`src/rtl/button_scan_ctrl.sv`:
```
// Scanned button debouncer: a prescaled tick starts a sweep over all buttons, one per cycle,
// and a press is registered once a button has been sampled high HOLD_COUNT times in a row.
module button_scan_ctrl #(
    parameter int unsigned N_BUTTONS      = 4,
    parameter int unsigned PRESCALE_WIDTH = 10,
    parameter int unsigned HOLD_COUNT     = 8
) (
    input  logic                 clk,
    input  logic                 rst,
    input  logic                 en,
    input  logic                 clear,
    input  logic [N_BUTTONS-1:0] buttons,
    output logic [N_BUTTONS-1:0] toggles,
    output logic [N_BUTTONS-1:0] press,
    output logic                 busy
);
    localparam int unsigned IdxW = (N_BUTTONS > 1) ? $clog2(N_BUTTONS) : 1;
    localparam logic [IdxW-1:0] LastIdx = IdxW'(N_BUTTONS - 1);
    localparam logic [7:0] Hold = 8'(HOLD_COUNT);

    typedef enum logic {StIdle, StScan} state_e;

    state_e                    state_q, state_d;
    logic [IdxW-1:0]           idx_q, idx_d;
    logic [PRESCALE_WIDTH-1:0] pre_q, pre_d;
    logic [N_BUTTONS-1:0]      sync1_q, sync2_q;
    logic [7:0]                cnt_q [N_BUTTONS];
    logic [7:0]                cnt_d [N_BUTTONS];
    logic [N_BUTTONS-1:0]      tog_q, tog_d;
    logic [N_BUTTONS-1:0]      press_q, press_d;
    logic                      tick;

    assign tick  = en && (pre_q == '1);
    assign pre_d = en ? pre_q + PRESCALE_WIDTH'(1) : '0;

    always_comb begin
        state_d = state_q;
        idx_d   = idx_q;
        cnt_d   = cnt_q;
        tog_d   = tog_q;
        press_d = '0;
        unique case (state_q)
            StIdle: begin
                if (tick) begin
                    state_d = StScan;
                    idx_d   = '0;
                end
            end
            StScan: begin
                if (!sync2_q[idx_q]) begin
                    cnt_d[idx_q] = '0;
                end else if (cnt_q[idx_q] < Hold) begin
                    // Saturation at Hold means one event per continuous hold.
                    cnt_d[idx_q] = cnt_q[idx_q] + 8'd1;
                    if (cnt_q[idx_q] == Hold - 8'd1) begin
                        tog_d[idx_q]   = ~tog_q[idx_q];
                        press_d[idx_q] = 1'b1;
                    end
                end
                if (idx_q == LastIdx) begin
                    state_d = StIdle;
                end else begin
                    idx_d = idx_q + IdxW'(1);
                end
            end
            default: state_d = StIdle;
        endcase
        // Clear overrides a coincident toggle; the press pulse still goes out.
        if (clear) begin
            tog_d = '0;
        end
    end

    always_ff @(posedge clk) begin
        if (rst) begin
            state_q <= StIdle;
            idx_q   <= '0;
            pre_q   <= '0;
            sync1_q <= '0;
            sync2_q <= '0;
            tog_q   <= '0;
            press_q <= '0;
            for (int i = 0; i < N_BUTTONS; i++) begin
                cnt_q[i] <= '0;
            end
        end else begin
            state_q <= state_d;
            idx_q   <= idx_d;
            pre_q   <= pre_d;
            sync1_q <= buttons;
            sync2_q <= sync1_q;
            tog_q   <= tog_d;
            press_q <= press_d;
            cnt_q   <= cnt_d;
        end
    end

    assign toggles = tog_q;
    assign press   = press_q;
    assign busy    = (state_q == StScan);

endmodule
```
`config.mk`:
```
export PLATFORM = sky130hd
export DESIGN_NAME = button_scan_ctrl
export DESIGN_NICKNAME = d
export VERILOG_FILES = /design/src/rtl/button_scan_ctrl.sv
export SDC_FILE = /design/constraint.sdc
export NUM_CORES = 1
export LEC_CHECK = 0
export ABC_AREA = 1
export CAP_MARGIN = 30
export CELL_PAD_IN_SITES_DETAIL_PLACEMENT = 1
export CELL_PAD_IN_SITES_GLOBAL_PLACEMENT = 2
export CORE_UTILIZATION = 36
export CTS_CLUSTER_SIZE = 20
export DETAILED_ROUTE_END_ITERATION = 6
export GPL_TIMING_DRIVEN = 1
export HOLD_SLACK_MARGIN = 0.05
export PLACE_DENSITY = 0.8
export REMOVE_ABC_BUFFERS = 1
export SETUP_SLACK_MARGIN = 0.15
export SKIP_CTS_REPAIR_TIMING = 1
export SYNTH_ARGS = -nofsm -noshare
export SYNTH_HDL_FRONTEND = slang
export SYNTH_SLANG_ARGS = --single-unit
```
`constraint.sdc`:
```
create_clock -name clk -period 3.54 [get_ports clk]
set_clock_uncertainty 0.15 [all_clocks]
set_input_delay 0.708 -clock clk [delete_from_list [all_inputs] [get_ports clk]]
set_output_delay 0.708 -clock clk [all_outputs]
set_load 0.02 [all_outputs]
```
==> parameters.txt, run 1 <==
Parameter                              Value

Setup path
  Peak per-stage delay on the critical path    0.71 ns
  Worst Setup Path Type    register to primary output
  Cell with the largest stage delay on the worst path    clkdlybuf4s50_1
  Worst setup path startpoint    busy
  Crit path launch type    register
  Setup slack on the worst flop-to-flop path    1.06 ns
  Worst flop-to-flop path endpoint    toggles[1]
  Endpoint of the worst setup timing path    busy
  Setup crit end kind    primary output
  Cell depth of the worst setup path    1
  Required arrival time at the worst endpoint    2.68 ns
  Cell family with most CP delay    buffers and inverters
  Beginning of the worst register-to-register path    idx_q[0]
  Number of cell instances on the worst register-to-register path    12
  Number of buffer and inverter stages on the critical path    1
  Signal arrival time at the worst endpoint    1.75 ns
  Maximum fanout along the worst path    10
  Critical path, cell by cell    clkdlybuf4s50_1

Clocking
  CTS tree    done
  Number of H-tree branching levels    3
  Clk pin slew, worst setup/hold paths    0.07 ns
  Max Buffers Root-to-Sink    2
  TritonCTS Sinks    61
  Library cell used as clock root buffer    clkbuf_8
  Inserted Clock Buffers    9
  Worst-Skew Late Latency    0.34 ns

Synth
  Post-synth ARST share    0
  Area share of the largest cell type after synthesis    0.4650
  EDFF count, synth    0
  Area of the mapped netlist    0.002626 mm2
  Synth Instances    373
  Largest cells by area after synthesis    dfxtp_1 (46%), nand2_1 (15%), nor2_1 (10%)
  Sequential-to-total area share from yosys stat    0.4650
  Post-synthesis cell type with the largest combined area    dfxtp_1
  Number of distinct standard cells referenced by the synthesized netlist    22
  Synthesis Warnings    0
  Post-synth top flop    dfxtp_1
  Synthesis-stage register bit count    61
  Mean instance size in the synthesized netlist    7.041 um2

Drt
  Top layer used by detailed routing    met4
  Number of DRC violations after detailed-routing iteration 0    98
  Number of design rule violations left after detail routing    0
  Overall via count from detail_route    2259
  Wire length on met2    3058 um
  WL per Instance    13.01 um
  Via count normalized by instance count    4.591
  Final routed wirelength across all metal layers    6401 um
  Post-route ant nets    0
  Amount of wire on met3 after detailed routing    169 um
  Detailed-router iteration count before antenna repair    4
  WL met1    3086 um

Worst hold path
  Min-Delay Path Class    register to register
  Startpoint of the worst hold path    sync1_q[2]

Cells and area
  Most frequent standard cell in the layout excluding fill and tap cells    nand2_1
  P&R area growth vs syn    17.01%
  Antenna cell count    0
  Share of final-layout standard cells stronger than drive strength 1    0.06313
  Area of all sequential standard cells    0.001221 mm2
  Nets    406
  Most frequent cells in the layout    nand2_1 (104), nor2_1 (73), dfxtp_1 (61)
  Count of filler cells inserted in the layout    902
  Multi-input gate area in the final layout    0.001189 mm2

STA
  Hold Slack    0.2567 ns
  Final min period    2.609 ns
  Number of endpoints failing setup at the final stage    0
  Setup repair after global routing missed its margin    false
  Final Cycle Share    0.7370
  Tightest slew margin relative to the limit    0.6064
  Least-Margin Pin Slew    0.5895 ns
  Hold violation total from the final report    0
  Highest Clock Rate    383.3 MHz
  Aggregate negative setup slack    0 ns
  Final Max Tran Viols    0

Placed design
  Hpwl dp    4538 um
  Final weighted congestion in routability-driven placement    0.7203
  Port Buf Inserts    16

Job
  Number of violations of the max-capacitance limit    0

Power
  Ratio of total power to cell area    439.2 mW/mm2
  Reported leakage power    1.249 nW
  Peak VDD IR    0.2323 mV
  Total power of the final layout    1.350 mW

Global routing
  Antenna violations before repair    0
  Global-route wire length before repair    11050 um
  Largest net degree at the start of global routing    40
  Total grt overflow    0
  Gr usage total    0.1935
  Vias in the first global route    2309

Die
  Core box area    0.006907 mm2
  Effective utilization at floorplan    0.3803
  Die outline area    0.007641 mm2
  DIE HEIGHT    87.41 um
  Number of core rows    30
  I/O pin cnt    17
  Chip width    87.41 um

Status
  Status    finished clean
[power breakdown]
group          leakage (nW)  total, mW  internal (mW)  switching, mW
logic                 0.665     0.0331         0.0125         0.0206
clock network        0.0906      0.624          0.341          0.283
registers             0.493      0.693          0.691        0.00188
[cell families (layout without fill, tap and decap cells)]
logic type                 after synthesis  count (layout)  synth area share
adders and majority gates                6               6           0.02858
AOI/OAI and AO/OA                       33              33           0.06813
buffers and inverters                   54              77           0.08241
DFF                                     61              61            0.4650
and+or+nand+nor                        219             219            0.3559
[sequential cells by signal, summed over array words and instances, names as in the netlist]
name     cells
sync1_q      4
press        4
sync2_q      4
busy         1
cnt_q       32
toggles      4
pre_q       10
idx_q        2
[routing by layer]
layer | GRT usage | up-vias
li1 | - | 1197
met1 | 0.2372 | 1034
met2 | 0.3239 | 20
met3 | 0.06256 | 8
met4 | 0.05514 | 0
met5 | 0 | -
[area by class of cell]
class                           count  area share
Inverter                           43     0.05252
Tap cell                           96     0.03909
Clock buffer                       10     0.04479
Clock inverter                      5     0.01995
Sequential cell                    61      0.3974
Multi-Input combinational cell    258      0.3868
Timing Repair Buffer               19     0.05945
[worst min path at each step]
stage	to	cells past startpoint
3_5_place_dp	sync2_q[2]	2
3_3_place_gp	sync2_q[1]	2
2_1_floorplan	sync2_q[0]	2
5_1_grt	sync2_q[3]	2
4_1_cts	sync2_q[2]	2
6_report	sync2_q[2]	2
[metrics by stage]
step	instance area, um2	utilization	instances	setup slack [ns]
5_1_grt	3073	0.4449	492	0.6968
3_5_place_dp	2874	0.4161	477	1.078
3_3_place_gp	2874	0.4161	477	1.095
4_1_cts	3073	0.4449	492	0.9230
6_report	3073	0.4449	492	0.9310
2_1_floorplan	2571	-	362	1.301
[Yosys cell counts (2+ instances only)]
master and number:
a21oi_1 19, o21ai_0 11, ha_1 6, buf_4 2
nor2_1 73, dfxtp_1 61, inv_1 41, nand4_1 5
nand2_1 104, clkbuf_1 3, nand3_1 30, buf_2 5
nand3_4 4
No activity file was read; power rests on OpenSTA's default activity.
==> run 2: changes to the inputs <==
Settings changed: CORE_UTILIZATION 36 to 30, PLACE_DENSITY 0.8 to 0.71.
Clock period 3.54 ns to 2.2 ns, I/O delays scaled along.
==> run 2 against run 1 <==
Effect of this change: first-iteration DRC count fell by 33%; wire length rose by 12%; largest cell class is now multi-input gates; critical endpoint is now cnt_q[16]; via count rose by 6.2%; cell count rose by 4.7%; sequential cell count did not move; worst hold slack got worse by 0.0023 ns; critical path depth rose by 10; cell area rose by 6.3%; sequential power rose by 60%; register-to-register slack got worse by 0.82 ns; sequential share of layout area fell by 2.2 points; total power rose by 61%.
==> parameters.txt, run 2 (synthesis gave the netlist of run 1 again) <==
Parameter                              Value

Status
  Status    finished clean

Worst hold path
  Min-Delay Path Class    register to register

STA
  Highest Clock Rate    509.0 MHz
  Least-Margin Pin Slew    0.4305 ns (-0.1591 ns)
  Final Max Tran Viols    0 (unchanged)
  Final Cycle Share    0.8931
  Tightest slew margin relative to the limit    0.7100 (+0.1036)
  Aggregate negative setup slack    0 ns (unchanged)
  Setup repair after global routing missed its margin    true
  Final min period    1.965 ns
  Number of endpoints failing setup at the final stage    0 (unchanged)
  Hold violation total from the final report    0 (unchanged)

Global routing
  GRT met3 Usage    0.04625 (-0.01631)
  Vias in the first global route    2257 (-2.3%)
  Total grt overflow    0 (unchanged)
  Met2 global-route usage    0.2708 (-0.05303)
  Largest net degree at the start of global routing    40 (unchanged)
  Antenna violations before repair    0 (unchanged)
  Global-route wire length before repair    11360 um (+2.9%)
  Met1 track demand over resource    0.2159 (-0.02129)
  Gr usage total    0.1708 (-0.02274)
  Most utilized layer in the global route result    met2

Die
  Effective utilization at floorplan    0.3149 (-0.06537)
  DIE HEIGHT    95.57 um (+9.3%)
  I/O pin cnt    17 (unchanged)
  Die outline area    0.009133 mm2 (+20%)
  Chip width    95.57 um (+9.3%)
  Core box area    0.008341 mm2 (+21%)
  Number of core rows    33 (+10%)

Drt
  Overall via count from detail_route    2400 (+6.2%)
  WL per Instance    13.88 um (+6.7%)
  Detailed-router iteration count before antenna repair    4 (unchanged)
  Final routed wirelength across all metal layers    7150 um (+12%)
  Via count normalized by instance count    4.660 (+1.5%)
  Number of design rule violations left after detail routing    0 (unchanged)
  Post-route ant nets    0 (unchanged)
  Number of DRC violations after detailed-routing iteration 0    66 (-33%)

Setup path
  Signal arrival time at the worst endpoint    2.05 ns (+0.30 ns)
  Maximum fanout along the worst path    10 (unchanged)
  Cell with the largest stage delay on the worst path    dfxtp_4
  Peak per-stage delay on the critical path    0.38 ns (-0.33 ns)
  Setup crit end kind    register
  Required arrival time at the worst endpoint    2.28 ns (-0.40 ns)
  Cell family with most CP delay    simple AND/OR/NAND/NOR gates
  Worst Setup Path Type    register to register
  Crit path launch type    register
  Number of buffer and inverter stages on the critical path    3 (+2)
  Critical path, cell by cell    inv_2 > buf_4 > nand2_1 > nand3_1 > nand2_1 > nand3_4 > o21ai_4 > buf_4 > nand3_4 > o21ai_1 > nor2_1

Power
  Internal portion of total power    1.685 mW (+61%)
  Peak VDD IR    0.2345 mV (+0.93%)
  Share of power burned in registers    0.512 (-0.002)
  Net switching share of the total power    0.2252 (-0.0006993)
  Combinational power share    0.027 (+0.002)
  Net Sw Power    0.4898 mW (+61%)
  Total power of the final layout    2.175 mW (+61%)
  Ratio of total power to cell area    665.6 mW/mm2 (+52%)
  Clock Power Share    0.461 (about the same)
  Reported leakage power    1.321 nW (+5.8%)

Cells and area
  P&R area growth vs syn    24.39%
  Nets    419 (+3.2%)
  Share of final-layout standard cells stronger than drive strength 1    0.1415 (+0.07833)
  Max FFs per register    32 (unchanged)
  Post-layout util    0.3917 (-0.05324)
  Register with the most flip-flops    cnt_q
  Most frequent cells in the layout    nand2_1 (97), nor2_1 (66), dfxtp_1 (59)
  Antenna cell count    0 (unchanged)
  Leading registers by flop count    cnt_q (32), pre_q (10)
  Most frequent standard cell in the layout excluding fill and tap cells    nand2_1
  Count of filler cells inserted in the layout    1046 (+16%)

Placed design
  Final weighted congestion in routability-driven placement    0.7416 (+3.0%)
  Hpwl dp    4901 um (+8.0%)
  Port Buf Inserts    16 (unchanged)

Clocking
  Number of H-tree branching levels    3 (unchanged)
  Inserted Clock Buffers    9 (unchanged)
  Library cell used as clock root buffer    clkbuf_8
  Worst-Skew Late Latency    0.34 ns (about the same)
  CTS tree    done
  Clk pin slew, worst setup/hold paths    0.07 ns (about the same)
  TritonCTS Sinks    61 (unchanged)
  Max Buffers Root-to-Sink    2 (unchanged)

Job
  Number of violations of the max-capacitance limit    0 (unchanged)
run 2: power by group through the flow:
stage | combinational [mW] | clock (mW) | sequential (mW)
2_1_floorplan | 0.0215 | 0 | 1.14
3_3_place_gp | 0.0580 | 0 | 1.14
3_5_place_dp | 0.0582 | 0 | 1.14
4_1_cts | 0.0584 | 1.04 | 1.11
5_1_grt | 0.0646 | 1.10 | 1.11
6_report | 0.0580 | 1.00 | 1.11
run 2: tightest hold or removal path: stages (launching register included):
cell,delay (ns)
dfxtp_1,0.30
inv_1,0.04
nor2_1,0.03
run 2: final timing paths:
check                                start    endpoint  slack, ns  cells after the start
worst min-delay path            sync1_q[0]  sync2_q[0]       0.25                      2
worst max register to register    idx_q[0]   cnt_q[16]       0.24                     11
worst min register to register  sync1_q[0]  sync2_q[0]       0.25                      2
worst max-delay path              idx_q[0]   cnt_q[16]       0.24                     11
run 2: final cells by class:
class,count,area (um2),share of cell area
tap,105,131.4,0.04021
clock inverter,4,47.55,0.01455
timing repair buffer,29,265.3,0.08119
sequential,61,1226,0.3753
inverter,43,161.4,0.04941
clock buffer,12,145.1,0.04443
multi-input combinational,261,1290,0.3949
run 2: per-stage QoR:
step                setup slack [ns]  hold slack [ns]  instances  instance area [um2]
finish                        0.2352           0.2544        515                 3267
global route                 0.08463           0.2703        515                 3267
CTS                          0.02992           0.2600        510                 3138
detailed placement           0.06253           0.2487        494                 2945
global placement              0.1064           0.2418        494                 2945
floorplan                   -0.03853           0.2383        362                 2571
run 2: layer usage:
layer | wire, um | share of wire
met1 | 3453 | 0.48
met5 | 0 | 0
met3 | 191 | 0.027
met4 | 121 | 0.017
met2 | 3382 | 0.47
